File: src/rtl/led_row_scan_scheduler_if.sv
// Panel-side bundle for the HUB75E row scan scheduler: decoder handshake, controls, panel pins.
// The master modport is the scheduler; the slave modport is the decoder/pin-driver environment.
interface led_row_scan_scheduler_if #(
    parameter int unsigned BRIGHT_W = 8
);
    logic                in_enable;
    logic [BRIGHT_W-1:0] in_brightness;
    logic                pix_valid;
    logic                pix_rdy;
    logic                led_clk;
    logic                led_lat;
    logic                led_oe;
    logic [4:0]          led_row;
    logic                frame_start;

    modport master (
        input  in_enable,
        input  in_brightness,
        input  pix_valid,
        output pix_rdy,
        output led_clk,
        output led_lat,
        output led_oe,
        output led_row,
        output frame_start
    );

    modport slave (
        output in_enable,
        output in_brightness,
        output pix_valid,
        input  pix_rdy,
        input  led_clk,
        input  led_lat,
        input  led_oe,
        input  led_row,
        input  frame_start
    );
endinterface

File: src/rtl/led_row_scan_scheduler.sv
// HUB75E row scan scheduler: shifts one row, blanks, latches, advances row, displays while next shifts.
// Optional LED_DISPLAY_STRETCH_EN scales the per-row display time by 4.
module led_row_scan_scheduler #(
    parameter int unsigned PIXEL_COUNT = 64,
    parameter int unsigned ROW_COUNT   = 8,
    parameter int unsigned BRIGHT_W    = 8,
    parameter int unsigned PRE_BLANK   = 2,
    parameter int unsigned POST_BLANK  = 2
) (
    input logic                       in_clk,
    input logic                       in_nrst,
    led_row_scan_scheduler_if.master  bus
);

    localparam int unsigned PixW     = (PIXEL_COUNT > 1) ? $clog2(PIXEL_COUNT) : 1;
    localparam int unsigned BlankMax = (PRE_BLANK > POST_BLANK) ? PRE_BLANK : POST_BLANK;
    localparam int unsigned BlankW   = $clog2(BlankMax + 1);
`ifdef LED_DISPLAY_STRETCH_EN
    localparam int unsigned TimerW   = BRIGHT_W + 2;
`else
    localparam int unsigned TimerW   = BRIGHT_W;
`endif

    localparam logic [PixW-1:0]   PixLast  = PixW'(PIXEL_COUNT - 1);
    localparam logic [BlankW-1:0] PreLast  = BlankW'(PRE_BLANK - 1);
    localparam logic [BlankW-1:0] PostLast = BlankW'(POST_BLANK - 1);
    localparam logic [4:0]        RowLast  = 5'(ROW_COUNT - 1);

    typedef enum logic [2:0] {
        StIdle,
        StShift,
        StWaitDisp,
        StPre,
        StLatch,
        StPost
    } state_e;

    state_e              state_q;
    logic [PixW-1:0]     pix_cnt_q;
    logic [BlankW-1:0]   blank_cnt_q;
    logic [TimerW-1:0]   timer_q;
    logic [TimerW-1:0]   timer_d;
    logic [TimerW-1:0]   disp_load;
    logic                led_clk_q;
    logic                led_lat_q;
    logic                led_oe_q;
    logic [4:0]          led_row_q;
    logic                frame_start_q;
    logic                accept;
    logic                post_exit;

    assign bus.pix_rdy     = (state_q == StShift);
    assign bus.led_clk     = led_clk_q;
    assign bus.led_lat     = led_lat_q;
    assign bus.led_oe      = led_oe_q;
    assign bus.led_row     = led_row_q;
    assign bus.frame_start = frame_start_q;

    assign accept    = bus.pix_valid & (state_q == StShift);
    assign post_exit = (state_q == StPost) && (blank_cnt_q == PostLast);

`ifdef LED_DISPLAY_STRETCH_EN
    assign disp_load = {bus.in_brightness, 2'b00};
`else
    assign disp_load = bus.in_brightness;
`endif

    // Display timer: reloaded when a new row starts shifting, otherwise counts down to zero.
    always_comb begin
        timer_d = timer_q;
        if (post_exit && bus.in_enable) begin
            timer_d = disp_load;
        end else if (timer_q != '0) begin
            timer_d = timer_q - TimerW'(1);
        end
    end

    always_ff @(posedge in_clk or negedge in_nrst) begin
        if (!in_nrst) begin
            state_q       <= StIdle;
            pix_cnt_q     <= '0;
            blank_cnt_q   <= '0;
            timer_q       <= '0;
            led_clk_q     <= 1'b0;
            led_lat_q     <= 1'b0;
            led_oe_q      <= 1'b0;
            led_row_q     <= RowLast;
            frame_start_q <= 1'b0;
        end else begin
            led_clk_q     <= accept;
            led_lat_q     <= 1'b0;
            frame_start_q <= 1'b0;
            timer_q       <= timer_d;
            // OE mirrors the timer; the timer is only non-zero in SHIFT and WAIT_DISP.
            led_oe_q      <= (timer_d != '0);

            case (state_q)
                StIdle: begin
                    pix_cnt_q <= '0;
                    if (bus.in_enable) begin
                        state_q <= StShift;
                    end
                end
                StShift: begin
                    if (accept) begin
                        if (pix_cnt_q == PixLast) begin
                            pix_cnt_q <= '0;
                            state_q   <= StWaitDisp;
                        end else begin
                            pix_cnt_q <= pix_cnt_q + PixW'(1);
                        end
                    end
                end
                StWaitDisp: begin
                    // Leave as soon as the previous row's display time has run out.
                    if (timer_d == '0) begin
                        blank_cnt_q <= '0;
                        state_q     <= StPre;
                    end
                end
                StPre: begin
                    if (blank_cnt_q == PreLast) begin
                        blank_cnt_q <= '0;
                        led_lat_q   <= 1'b1;
                        state_q     <= StLatch;
                    end else begin
                        blank_cnt_q <= blank_cnt_q + BlankW'(1);
                    end
                end
                StLatch: begin
                    if (led_row_q == RowLast) begin
                        led_row_q     <= '0;
                        frame_start_q <= 1'b1;
                    end else begin
                        led_row_q <= led_row_q + 5'd1;
                    end
                    blank_cnt_q <= '0;
                    state_q     <= StPost;
                end
                StPost: begin
                    if (blank_cnt_q == PostLast) begin
                        blank_cnt_q <= '0;
                        state_q     <= bus.in_enable ? StShift : StIdle;
                    end else begin
                        blank_cnt_q <= blank_cnt_q + BlankW'(1);
                    end
                end
                default: begin
                    state_q <= StIdle;
                end
            endcase
        end
    end

endmodule

File: src/flat_wrapper.sv
// flat-port wrapper written by rule: the top's interface ports become plain ports
module led_row_scan_scheduler_flat 
#(
    parameter int unsigned PIXEL_COUNT = 64,
    parameter int unsigned ROW_COUNT   = 8,
    parameter int unsigned BRIGHT_W    = 8,
    parameter int unsigned PRE_BLANK   = 2,
    parameter int unsigned POST_BLANK  = 2
)
  (in_clk, in_nrst, bus_in_enable, bus_in_brightness, bus_pix_valid, bus_pix_rdy, bus_led_clk, bus_led_lat, bus_led_oe, bus_led_row, bus_frame_start);
  led_row_scan_scheduler_if #(.BRIGHT_W(BRIGHT_W)) bus_i ();
  input logic in_clk;
  input logic in_nrst;
  input wire logic [$bits(bus_i.in_enable)-1:0] bus_in_enable;
  input wire logic [$bits(bus_i.in_brightness)-1:0] bus_in_brightness;
  input wire logic [$bits(bus_i.pix_valid)-1:0] bus_pix_valid;
  output wire logic [$bits(bus_i.pix_rdy)-1:0] bus_pix_rdy;
  output wire logic [$bits(bus_i.led_clk)-1:0] bus_led_clk;
  output wire logic [$bits(bus_i.led_lat)-1:0] bus_led_lat;
  output wire logic [$bits(bus_i.led_oe)-1:0] bus_led_oe;
  output wire logic [$bits(bus_i.led_row)-1:0] bus_led_row;
  output wire logic [$bits(bus_i.frame_start)-1:0] bus_frame_start;
  assign bus_i.in_enable = bus_in_enable;
  assign bus_i.in_brightness = bus_in_brightness;
  assign bus_i.pix_valid = bus_pix_valid;
  assign bus_pix_rdy = bus_i.pix_rdy;
  assign bus_led_clk = bus_i.led_clk;
  assign bus_led_lat = bus_i.led_lat;
  assign bus_led_oe = bus_i.led_oe;
  assign bus_led_row = bus_i.led_row;
  assign bus_frame_start = bus_i.frame_start;
  led_row_scan_scheduler #(.PIXEL_COUNT(PIXEL_COUNT), .ROW_COUNT(ROW_COUNT), .BRIGHT_W(BRIGHT_W), .PRE_BLANK(PRE_BLANK), .POST_BLANK(POST_BLANK)) u_core (.in_clk(in_clk), .in_nrst(in_nrst), .bus(bus_i));
endmodule
File: config.mk
export PLATFORM = sky130hd
export DESIGN_NAME = led_row_scan_scheduler_flat
export DESIGN_NICKNAME = d
export VERILOG_FILES = /design/src/rtl/led_row_scan_scheduler_if.sv /design/src/rtl/led_row_scan_scheduler.sv /design/src/flat_wrapper.sv
export SDC_FILE = /design/constraint.sdc
export NUM_CORES = 1
export LEC_CHECK = 0
export CAP_MARGIN = 20
export CORE_MARGIN = 2
export CORE_UTILIZATION = 50
export CTS_BUF_LIST = sky130_fd_sc_hd__clkbuf_2
export DETAILED_ROUTE_END_ITERATION = 10
export GPL_TIMING_DRIVEN = 0
export PLACE_DENSITY = 0.73
export SLEW_MARGIN = 20
export SYNTH_ARGS = -nofsm -noshare
export SYNTH_HDL_FRONTEND = slang
export SYNTH_SLANG_ARGS = --single-unit
File: constraint.sdc
create_clock -name in_clk -period 3.6 [get_ports in_clk]
set_input_delay 0.72 -clock in_clk [delete_from_list [all_inputs] [get_ports in_clk]]
set_output_delay 0.72 -clock in_clk [all_outputs]
set_load 0.01 [all_outputs]
==> results of run 1 <==
## through the flow
| stage | instance area, um^2 | hold WS [ns] | util (%) | std cells | setup WS [ns] |
|---|---|---|---|---|---|
| floorplan | 1640 | 0.424 | - | 179 | 1.14 |
| CTS | 1920 | 0.322 | 62.3 | 248 | 0.825 |
| global route | 1920 | 0.308 | 62.3 | 248 | 0.573 |
| detailed placement | 1900 | 0.508 | 61.7 | 244 | 0.524 |
| finish | 1920 | 0.302 | 62.3 | 248 | 0.812 |
| global placement | 1900 | 0.492 | 61.9 | 244 | 0.530 |
## worst max-delay path, delay by kind of cell, from the launching register on
family | cells | cell delay [ns]
simple gates | 2 | 0.40
buf+inv | 3 | 0.84
flops | 1 | 0.45
## layout make-up
type / instances / area [um^2]
well taps: 44 / 55.1
flip-flops and latches: 28 / 704
inverters: 7 / 26.3
clock buffers: 3 / 15.0
multi-input cells: 140 / 893
repair buffers: 21 / 205
plain buffers: 4 / 15.0
clock inverters: 1 / 3.75
fillers: 281 / 1160
## layout by cell type (no fill, tap or decap), types with 2 or more instances in the layout
cell / n
xor2_1: 2
a22oi_1: 2
xnor2_1: 6
nand2_1: 16
clkbuf_2: 3
a22o_1: 3
a31oi_1: 2
nor2b_1: 4
nor3_1: 7
dfrtp_1: 25
clkdlybuf4s50_1: 20
nor2_1: 17
ha_1: 5
o21ai_0: 17
nor3b_1: 4
or3_1: 2
and3_1: 5
inv_1: 7
nor4_1: 3
nand4b_1: 2
a21oi_1: 7
nand2b_1: 3
o31ai_1: 6
nand3_1: 4
or4_4: 2
clkbuf_1: 4
nand4_1: 3
dfstp_2: 3
## registers in the layout, indices dropped and copies added, names as in the netlist
register,count
u_core.blank_cnt_q,2
u_core.bus.frame_start,1
u_core.bus.led_clk,1
u_core.bus.led_lat,1
u_core.bus.led_oe,1
u_core.bus.led_row,5
u_core.pix_cnt_q,6
u_core.state_q,3
u_core.timer_q,8
## cell families (layout without fill, tap and decap cells)
family / Yosys count / after routing
simple gates: 78 / 78
compound gates: 47 / 47
xor+xnor: 8 / 8
mux: 2 / 2
flops: 28 / 28
fa+ha+maj: 5 / 5
buf+inv: 11 / 36
## layer usage
| layer | vias to the layer above | track usage (%) |
|---|---|---|
| met5 | - | 0 |
| met4 | 0 | 7.76 |
| met3 | 2 | 3.15 |
| met2 | 31 | 36.8 |
| met1 | 698 | 27.8 |
| li1 | 711 | - |
## final timing paths
check / startpoint / end / slack, ns / cells after the start
worst max register to register: u_core.state_q[2]$_DFFE_PN0P_ / u_core.state_q[1]$_DFFE_PN0P_ / 0.88 / 8
worst min-delay path: in_nrst / u_core.pix_cnt_q[5]$_DFFE_PN0P_ / 0.30 / 1
min in group in_clk: u_core.pix_cnt_q[4]$_DFFE_PN0P_ / u_core.pix_cnt_q[4]$_DFFE_PN0P_ / 0.54 / 1
worst min register to register: u_core.pix_cnt_q[4]$_DFFE_PN0P_ / u_core.pix_cnt_q[4]$_DFFE_PN0P_ / 0.54 / 1
max in group asynchronous: in_nrst / u_core.timer_q[0]$_DFF_PN0_ / 2.89 / 1
worst max-delay path: u_core.state_q[2]$_DFFE_PN0P_ / bus_pix_rdy / 0.81 / 5
## power groups by stage
stage	sequential (mW)	clock, mW	combinational, mW
6_report	0.316	0.120	0.0198
5_1_grt	0.316	0.137	0.0222
4_1_cts	0.316	0.125	0.0204
3_5_place_dp	0.321	0	0.0204
3_3_place_gp	0.321	0	0.0206
2_1_floorplan	0.321	0	0.000786
==> results.sh, run 1 <==
export IMPL_skew_ns=0.0144
export IMPL_comb_power_share_pct=4.4
export IMPL_die_x_um=61.3
export IMPL_die_y_um=61.3
export IMPL_finalPower_mw=0.455
export IMPL_seq_area_frac_synth_pct=43.0
export IMPL_clkSinkCount=28
export IMPL_clock_root_buffer="clkbuf_2"
export IMPL_max_slew_worst_pin_slew_ns=0.615
export IMPL_port_buffers=21
export IMPL_yosys_cell_count_top_type="dfrtp_1"
export IMPL_synth_compound_area_share_pct=18.5
export IMPL_synth_top_area_share_pct=38.2
export IMPL_cts_resized=0
export IMPL_dieArea_mm2=0.00375
export IMPL_netlist_area_mm2=0.00164
export IMPL_grt_pass1_vias=1367
export IMPL_start_kind="flip-flop"
export IMPL_coreArea_mm2=0.00308
export IMPL_clk_pin_slew_ns=0.28
export IMPL_p_sw_share_pct=23.0
export IMPL_clockPowerShare_pct=26.3
export IMPL_required_ns=2.88
export IMPL_area_delta_synth_final_pct=17.0
export IMPL_power_density_mw_per_mm2=237
export IMPL_drv_slew=0
export IMPL_hold_buffers=0
export IMPL_yosysWarnings=0
export IMPL_leakagePower_nw=0.773
export IMPL_wl_per_cell_um=14.5
export IMPL_crit_chain="clkbuf_1 -> nor2_1 -> nand2_1 -> inv_1 -> clkdlybuf4s50_1"
export IMPL_nets=222
export IMPL_synth_cell_types=44
export IMPL_clock_latency_ns=0.37
export IMPL_syn_area_per_cell_um2=9.16
export IMPL_grt_antenna_before_repair=0
export IMPL_synthArstFlopShare_pct=100
export IMPL_wl_met1_mm=1.55
export IMPL_yosys_top_cells_area="dfrtp_1, o21ai_0, dfstp_2"
export IMPL_crit_type="reg -> out"
export IMPL_ant_nets=0
export IMPL_intPower_mw=0.350
export IMPL_fin_crit_ns=2.79
export IMPL_synth_xor_xnor_area_share_pct=4.27
export IMPL_drive_gt1_share_pct=6.86
export IMPL_finalSetupTns_ns=0
export IMPL_peakVddDrop_v=0.000118
export IMPL_crit_arrival_ns=2.07
export IMPL_finalSetupViolCount=0
export IMPL_dr_wl_met2_mm=1.89
export IMPL_synthMuxAreaShare_pct=1.30
export IMPL_wl_met3_um=127
export IMPL_synth_seq_cells=28
export IMPL_synth_largest_area_cell="dfrtp_1"
export IMPL_seqPwrFrac_pct=69.4
export IMPL_end_kind="output port"
export IMPL_cts_buffers_inserted=3
export IMPL_io_pins=22
export IMPL_grtUsageTotal_pct=21.5
export IMPL_maxCapViolations=0
export IMPL_grt_max_degree=29
export IMPL_hold_violations=0
export IMPL_synth_adder_area_share_pct=3.82
export IMPL_fin_crit_sh_pct=77.4
export IMPL_vias=1442
export IMPL_fmax_ghz=0.359
export IMPL_rsz0062_at_grt="no"
export IMPL_yosys_top_cells_count="dfrtp_1, nor2_1, o21ai_0"
export IMPL_cts_setup_buffers=0
export IMPL_drtIter0Drc=71
export IMPL_cp_max_fo=10
export IMPL_maxSlewHeadroom_pct=59.0
export IMPL_grt_first_pass_wirelength_mm=6.04
export IMPL_cts_max_level=1
export IMPL_max_stage_delay_ns=0.53
export IMPL_synth_edff_count=0
export IMPL_drc_errors=0
export IMPL_synthesis_nets=196
export IMPL_dp_hpwl_mm=2.74
export IMPL_synth_simple_area_share_pct=26.6
export IMPL_via_per_inst=5.81
export IMPL_start_util_pct=53.3
export IMPL_syn_inst=179
export IMPL_synth_top_family_by_area="simple AND/OR/NAND/NOR gates"
export IMPL_top_layer_used="met4"
export IMPL_gr_total_overflow=0
export IMPL_tritoncts="yes"
export IMPL_drt_pass1_iter_count=4
export IMPL_routed_wl_mm=3.59
export IMPL_ys_flop_type="dfrtp_1"
export IMPL_hold_class="in -> async"
export IMPL_status="finished clean"
export IMPL_clockBufferDepth=2
export IMPL_p_switching_mw=0.105
export IMPL_n_antenna_cell=0
export IMPL_gp_congestion=0.880
export IMPL_cpMaxStageDelayCell="clkdlybuf4s50_1"
export IMPL_row_count=20
Note: power is estimated with default switching activity, not from simulation.
==> inputs of run 2 (changes only) <==
Settings changed: PLACE_DENSITY 0.73 to 0.76.
Clock period 3.6 ns to 2.45 ns, I/O delays scaled along.
==> run 2 against run 1 <==
  * The run now ends with setup timing left
  * Via count increased by 3.5%
  * Register-to-register slack worse by 0.95 ns
  * Sequential power grew 47%
  * Sequential share of layout area shrank 2.7 points
  * Cell area grew 8.2%
  * Final cell count up 3.6%
  * Clock power rose by 43%
  * Routed wire length is 4.0% higher
  * Critical path type is now reg -> reg
==> results.sh, run 2 (synthesized netlist as in run 1, its figures left out) <==
export IMPL_n_antenna_cell=0
export IMPL_drtIter0Drc=66
export IMPL_die_x_um=61.3
export IMPL_grt_pass1_vias=1344
export IMPL_wl_per_cell_um=14.5
export IMPL_gp_congestion=0.895
export IMPL_die_y_um=61.3
export IMPL_area_delta_synth_final_pct=26.6
export IMPL_grt_max_degree=29
export IMPL_cts_max_level=1
export IMPL_fillers=262
export IMPL_clock_root_buffer="clkbuf_2"
export IMPL_final_setup_worst_slack_ns=-0.0747
export IMPL_power_density_mw_per_mm2=320
export IMPL_rr_worst_depth=7
export IMPL_clkSinkCount=28
export IMPL_violations="setup timing"
export IMPL_row_count=20
export IMPL_max_slew_worst_pin_slew_ns=0.577
export IMPL_intPower_mw=0.522
export IMPL_grtUsageTotal_pct=20.4
export IMPL_clockBufferDepth=2
export IMPL_clock_latency_ns=0.37
export IMPL_dp_hpwl_mm=2.73
export IMPL_hold_buffers=0
export IMPL_port_buffers=21
export IMPL_startpoint="u_core.timer_q[4]$_DFF_PN0_"
export IMPL_finalSetupViolCount=1
export IMPL_fin_crit_ns=2.52
export IMPL_crit_type="reg -> reg"
export IMPL_finalSetupTns_ns=-0.0747
export IMPL_status="finished, violations left"
export IMPL_grt_antenna_before_repair=0
export IMPL_cts_buffers_inserted=3
export IMPL_cp_max_fo=3
export IMPL_layout_commonest_cell="dfrtp_1"
export IMPL_p_sw_share_pct=21.4
export IMPL_dieArea_mm2=0.00375
export IMPL_hold_violations=0
export IMPL_routed_wl_mm=3.73
export IMPL_start_kind="flip-flop"
export IMPL_hold_class="in -> async"
export IMPL_seqPwrFrac_pct=69.8
export IMPL_hold_slack_ns=0.0659
export IMPL_grt_first_pass_wirelength_mm=5.73
export IMPL_r2r_start="u_core.timer_q[4]$_DFF_PN0_"
export IMPL_tritoncts="yes"
export IMPL_most_common_layout_cells="dfrtp_1, clkdlybuf4s50_1, nand2_1"
export IMPL_clk_pin_slew_ns=0.26
export IMPL_drt_pass1_iter_count=4
export IMPL_regMostFlops="u_core.timer_q"
export IMPL_end_kind="flip-flop"
export IMPL_drive_gt1_share_pct=17.8
export IMPL_comb_power_share_pct=4.3
export IMPL_skew_ns=0.0295
export IMPL_maxCapViolations=0
export IMPL_start_util_pct=53.3
export IMPL_drv_slew=0
export IMPL_via_per_inst=5.81
export IMPL_coreArea_mm2=0.00308
export IMPL_drc_errors=0
export IMPL_ant_nets=0
export IMPL_leakagePower_nw=0.856
export IMPL_p_switching_mw=0.142
export IMPL_vias=1492
export IMPL_fin_crit_sh_pct=103
export IMPL_rsz0062_at_grt="yes"
export IMPL_largest_reg_flops=8
export IMPL_crit_arrival_ns=2.83
export IMPL_nets=231
export IMPL_peakVddDrop_v=0.000323
export IMPL_io_pins=22
export IMPL_maxSlewHeadroom_pct=61.2
export IMPL_fmax_ghz=0.396
export IMPL_clockPowerShare_pct=25.9
export IMPL_gr_total_overflow=0
export IMPL_required_ns=2.75
run 2: cell types whose count changed in the layout (fill, tap and decap cells not counted), sizes merged:
cell           change
buf               +10
clkdlybuf4s50      -1
clkinv             -1
dlymetal6s2s       +1
run 2: worst max-delay path, cell delays in order (launching register included):
cell and delay [ns]:
dfrtp_1 0.46, or4_4 0.60, buf_6 0.15, o21ai_2 0.13, a31oi_2 0.10, or3_4 0.39
or4_4 0.45, o21a_1 0.19
run 2: stage by stage:
step	std cells	utilization, %	instance area, um^2	worst slack [ns]	total power [mW]
2_1_floorplan	179	-	1640	0.0387	0.472
3_3_place_gp	244	61.9	1900	-0.416	0.501
3_5_place_dp	244	61.7	1900	-0.461	0.500
4_1_cts	251	63.5	1950	-0.0913	0.675
5_1_grt	257	67.4	2080	-0.0922	0.695
6_report	257	67.4	2080	-0.0747	0.664
run 2: power groups by stage:
stage / Combinational (mW) / Sequential [mW] / Clock (mW)
after floorplan: 0.00115 / 0.471 / 0
after global placement: 0.0298 / 0.471 / 0
after detailed placement: 0.0295 / 0.471 / 0
after CTS: 0.0296 / 0.464 / 0.182
after global routing: 0.0322 / 0.464 / 0.199
final: 0.0287 / 0.463 / 0.172
run 2: final cells by class:
class | instances | area, um^2 | area share, %
buffer | 3 | 15.0 | 0.723
clock buffer | 4 | 20.0 | 0.964
tap | 44 | 55.1 | 2.65
sequential | 28 | 706 | 34.0
timing repair buffer | 31 | 290 | 14.0
inverter | 7 | 26.3 | 1.27
multi-input combinational | 140 | 963 | 46.4
run 2: layer usage:
layer  global-route usage, %  share of wire, %
met5                       0                 0
met2                    35.1                48
met3                    4.20               4.1
met4                    5.28              0.91
met1                    26.2                47
run 2: path summary, 6_finish.rpt:
path,end,slack (ns)
setup / recovery,u_core.state_q[1]$_DFFE_PN0P_,-0.07
hold / removal,u_core.pix_cnt_q[0]$_DFFE_PN0P_,0.07
setup reg to reg,u_core.state_q[1]$_DFFE_PN0P_,-0.07
hold reg to reg,u_core.pix_cnt_q[4]$_DFFE_PN0P_,0.53
max in group asynchronous,u_core.state_q[2]$_DFFE_PN0P_,1.94
min in group in_clk,u_core.pix_cnt_q[4]$_DFFE_PN0P_,0.53
run 2: timing repair:
action,4_1_cts,5_1_grt
pin swaps,5,9
hold endpoints to repair,0,0
setup endpoints to repair,6,5
buffers inserted,4,6
gates resized for setup,4,19
==> variant, RTL diff (flow settings as in run 2) <==
Re-encode `state_e` (6 states) as Gray code, 3 bits wide.
--- a/src/rtl/led_row_scan_scheduler.sv
+++ b/src/rtl/led_row_scan_scheduler.sv
@@ -27,12 +27,12 @@
     localparam logic [4:0]        RowLast  = 5'(ROW_COUNT - 1);
 
     typedef enum logic [2:0] {
-        StIdle,
-        StShift,
-        StWaitDisp,
-        StPre,
-        StLatch,
-        StPost
+        StIdle     = 3'b000,
+        StShift    = 3'b001,
+        StWaitDisp = 3'b011,
+        StPre      = 3'b010,
+        StLatch    = 3'b110,
+        StPost     = 3'b111
     } state_e;
 
     state_e              state_q;
Check against the original RTL: same outputs for any inputs over 10 cycles, from zero or initial values and one cycle with in_nrst low; not proved beyond that.
==> variant against run 2 <==
Maximum frequency increased by 8.8%. Area after synthesis decreased by 3.1%. Sequential cell count unchanged. Design area shrank 7.1%. Global-route usage up 0.96 points. Setup slack better by 0.20 ns. Wire length is 2.5% lower. First-iteration DRC count fell by 21%. Utilization shrank 3.7 points. Critical path depth grew 1. Worst hold slack lost 0.0010 ns.
Power is left out: it rests on default switching activity, and per cell area and clock period it moved more than threefold.
==> variant: results (changes against run 2) <==
| Metric | Value |
|---|---|
| Max stage delay on crit path | 0.49 ns (was 0.60 ns) |
| Number of global-route vias before repair | 1335 (was 1344) |
| WL met2 | 1810 µm (was 1800 µm) |
| Crit. Startpoint | u_core.timer_q[0] (was u_core.timer_q[4]) |
| Min Hold Slack | 0.0649 ns (was 0.0659 ns) |
| Syn nets | 195 (was 196) |
| GRT met2 Usage | 37.3% (was 35.1%) |
| Reg2reg path depth | 8 (was 7) |
| Tot GR Track Use | 21.4% (was 20.4%) |
| Most frequent cells after synthesis | dfrtp_1 (25), nand2_1 (25), nor2_1 (15), o21ai_0 (14), nor3_1 (12) (was dfrtp_1 (25), nor2_1 (17), o21ai_0 (17), nand2_1 (16)) |
| Drt total wl | 3640 µm (was 3730 µm) |
| Crit path to | u_core.blank_cnt_q[0] (was u_core.state_q[1]) |
| HPWL after detailed placement | 2640 µm (was 2730 µm) |
| Worst Skew | 0.0120 ns (was 0.0295 ns) |
| Crit-path leading delay family | compound AO/OA/AOI/OAI gates (was simple AND/OR/NAND/NOR gates) |
| GRT met3 Usage | 3.20% (was 4.20%) |
| Count of nets after finishing | 225 (was 231) |
| DR iter-0 viols | 52 (was 66) |
| Critical path arrival | 2.63 ns (was 2.83 ns) |
| Post-synthesis sequential area ratio | 44.3% (was 43.0%) |
| Slowest cell on crit path | or3b_2 (was or4_4) |
| Grt met1 use | 27.2% (was 26.2%) |
| Post-synthesis cell type count | 46 (was 44) |
| Worst-Margin Slew | 0.612 ns (was 0.577 ns) |
| Wl on met1 | 1610 µm (was 1750 µm) |
| First-pass GRT wire length | 5880 µm (was 5730 µm) |
| Final Wtd Congestion | 0.927 (was 0.895) |
| Status | finished clean (was finished with violations) |
variant: cell types whose count changed after synthesis, sizes merged, moves of 3 or more:
cell / run 2 / this run
nor2b: 4 / 0
or2: 0 / 4
nand2: 16 / 26
nor3: 8 / 13
o31ai: 7 / 3
buf: 0 / 3
nor2: 18 / 15
nor3b: 4 / 0
variant: final cells by class:
cell class	instances	area, µm²	area share [%]
Tap cell	44	55.1	2.85
Sequential cell	28	706	36.6
Buffer	6	27.5	1.43
Multi-Input combinational cell	137	857	44.4
Clock inverter	1	3.75	0.195
Clock buffer	3	15.0	0.778
Timing Repair Buffer	25	235	12.2
Inverter	8	30.0	1.56
variant: what timing repair did:
action | 4_1_cts | 5_1_grt
endpoints found under the hold margin | 0 | 0
endpoints found under the setup margin | 1 | 3
gates resized for setup | 2 | 6
buffers inserted | 0 | 4
variant: worst register-to-register path, cell delays in order, from the launching register on:
cell,delay [ns]
dfrtp_1,0.44
inv_1,0.15
ha_4,0.20
or3b_2,0.49
xor2_1,0.17
o2111ai_1,0.15
a31oi_2,0.25
nand2_2,0.10
a311o_1,0.32
variant: kinds of logic after synthesis:
| kind of cell | count (synthesis) | share of synthesized area (%) |
|---|---|---|
| multiplexers | 2 | 1.34 |
| buffers and inverters | 14 | 3.54 |
| adder cells (fa/ha/maj) | 4 | 3.15 |
| AO/OA/AOI/OAI | 43 | 18.2 |
| XOR/XNOR | 5 | 2.76 |
| flip-flops | 28 | 44.3 |
| AND/OR/NAND/NOR | 83 | 26.7 |
variant: metrics by stage:
step	instance area, µm²	setup TNS, ns	setup slack (ns)	instances
after floorplan	1590	0	0.229	179
after global placement	1850	-0.619	-0.280	244
after detailed placement	1850	-0.705	-0.303	244
after CTS	1880	0	0.0195	248
after global routing	1930	0	0.00243	252
final	1930	0	0.129	252
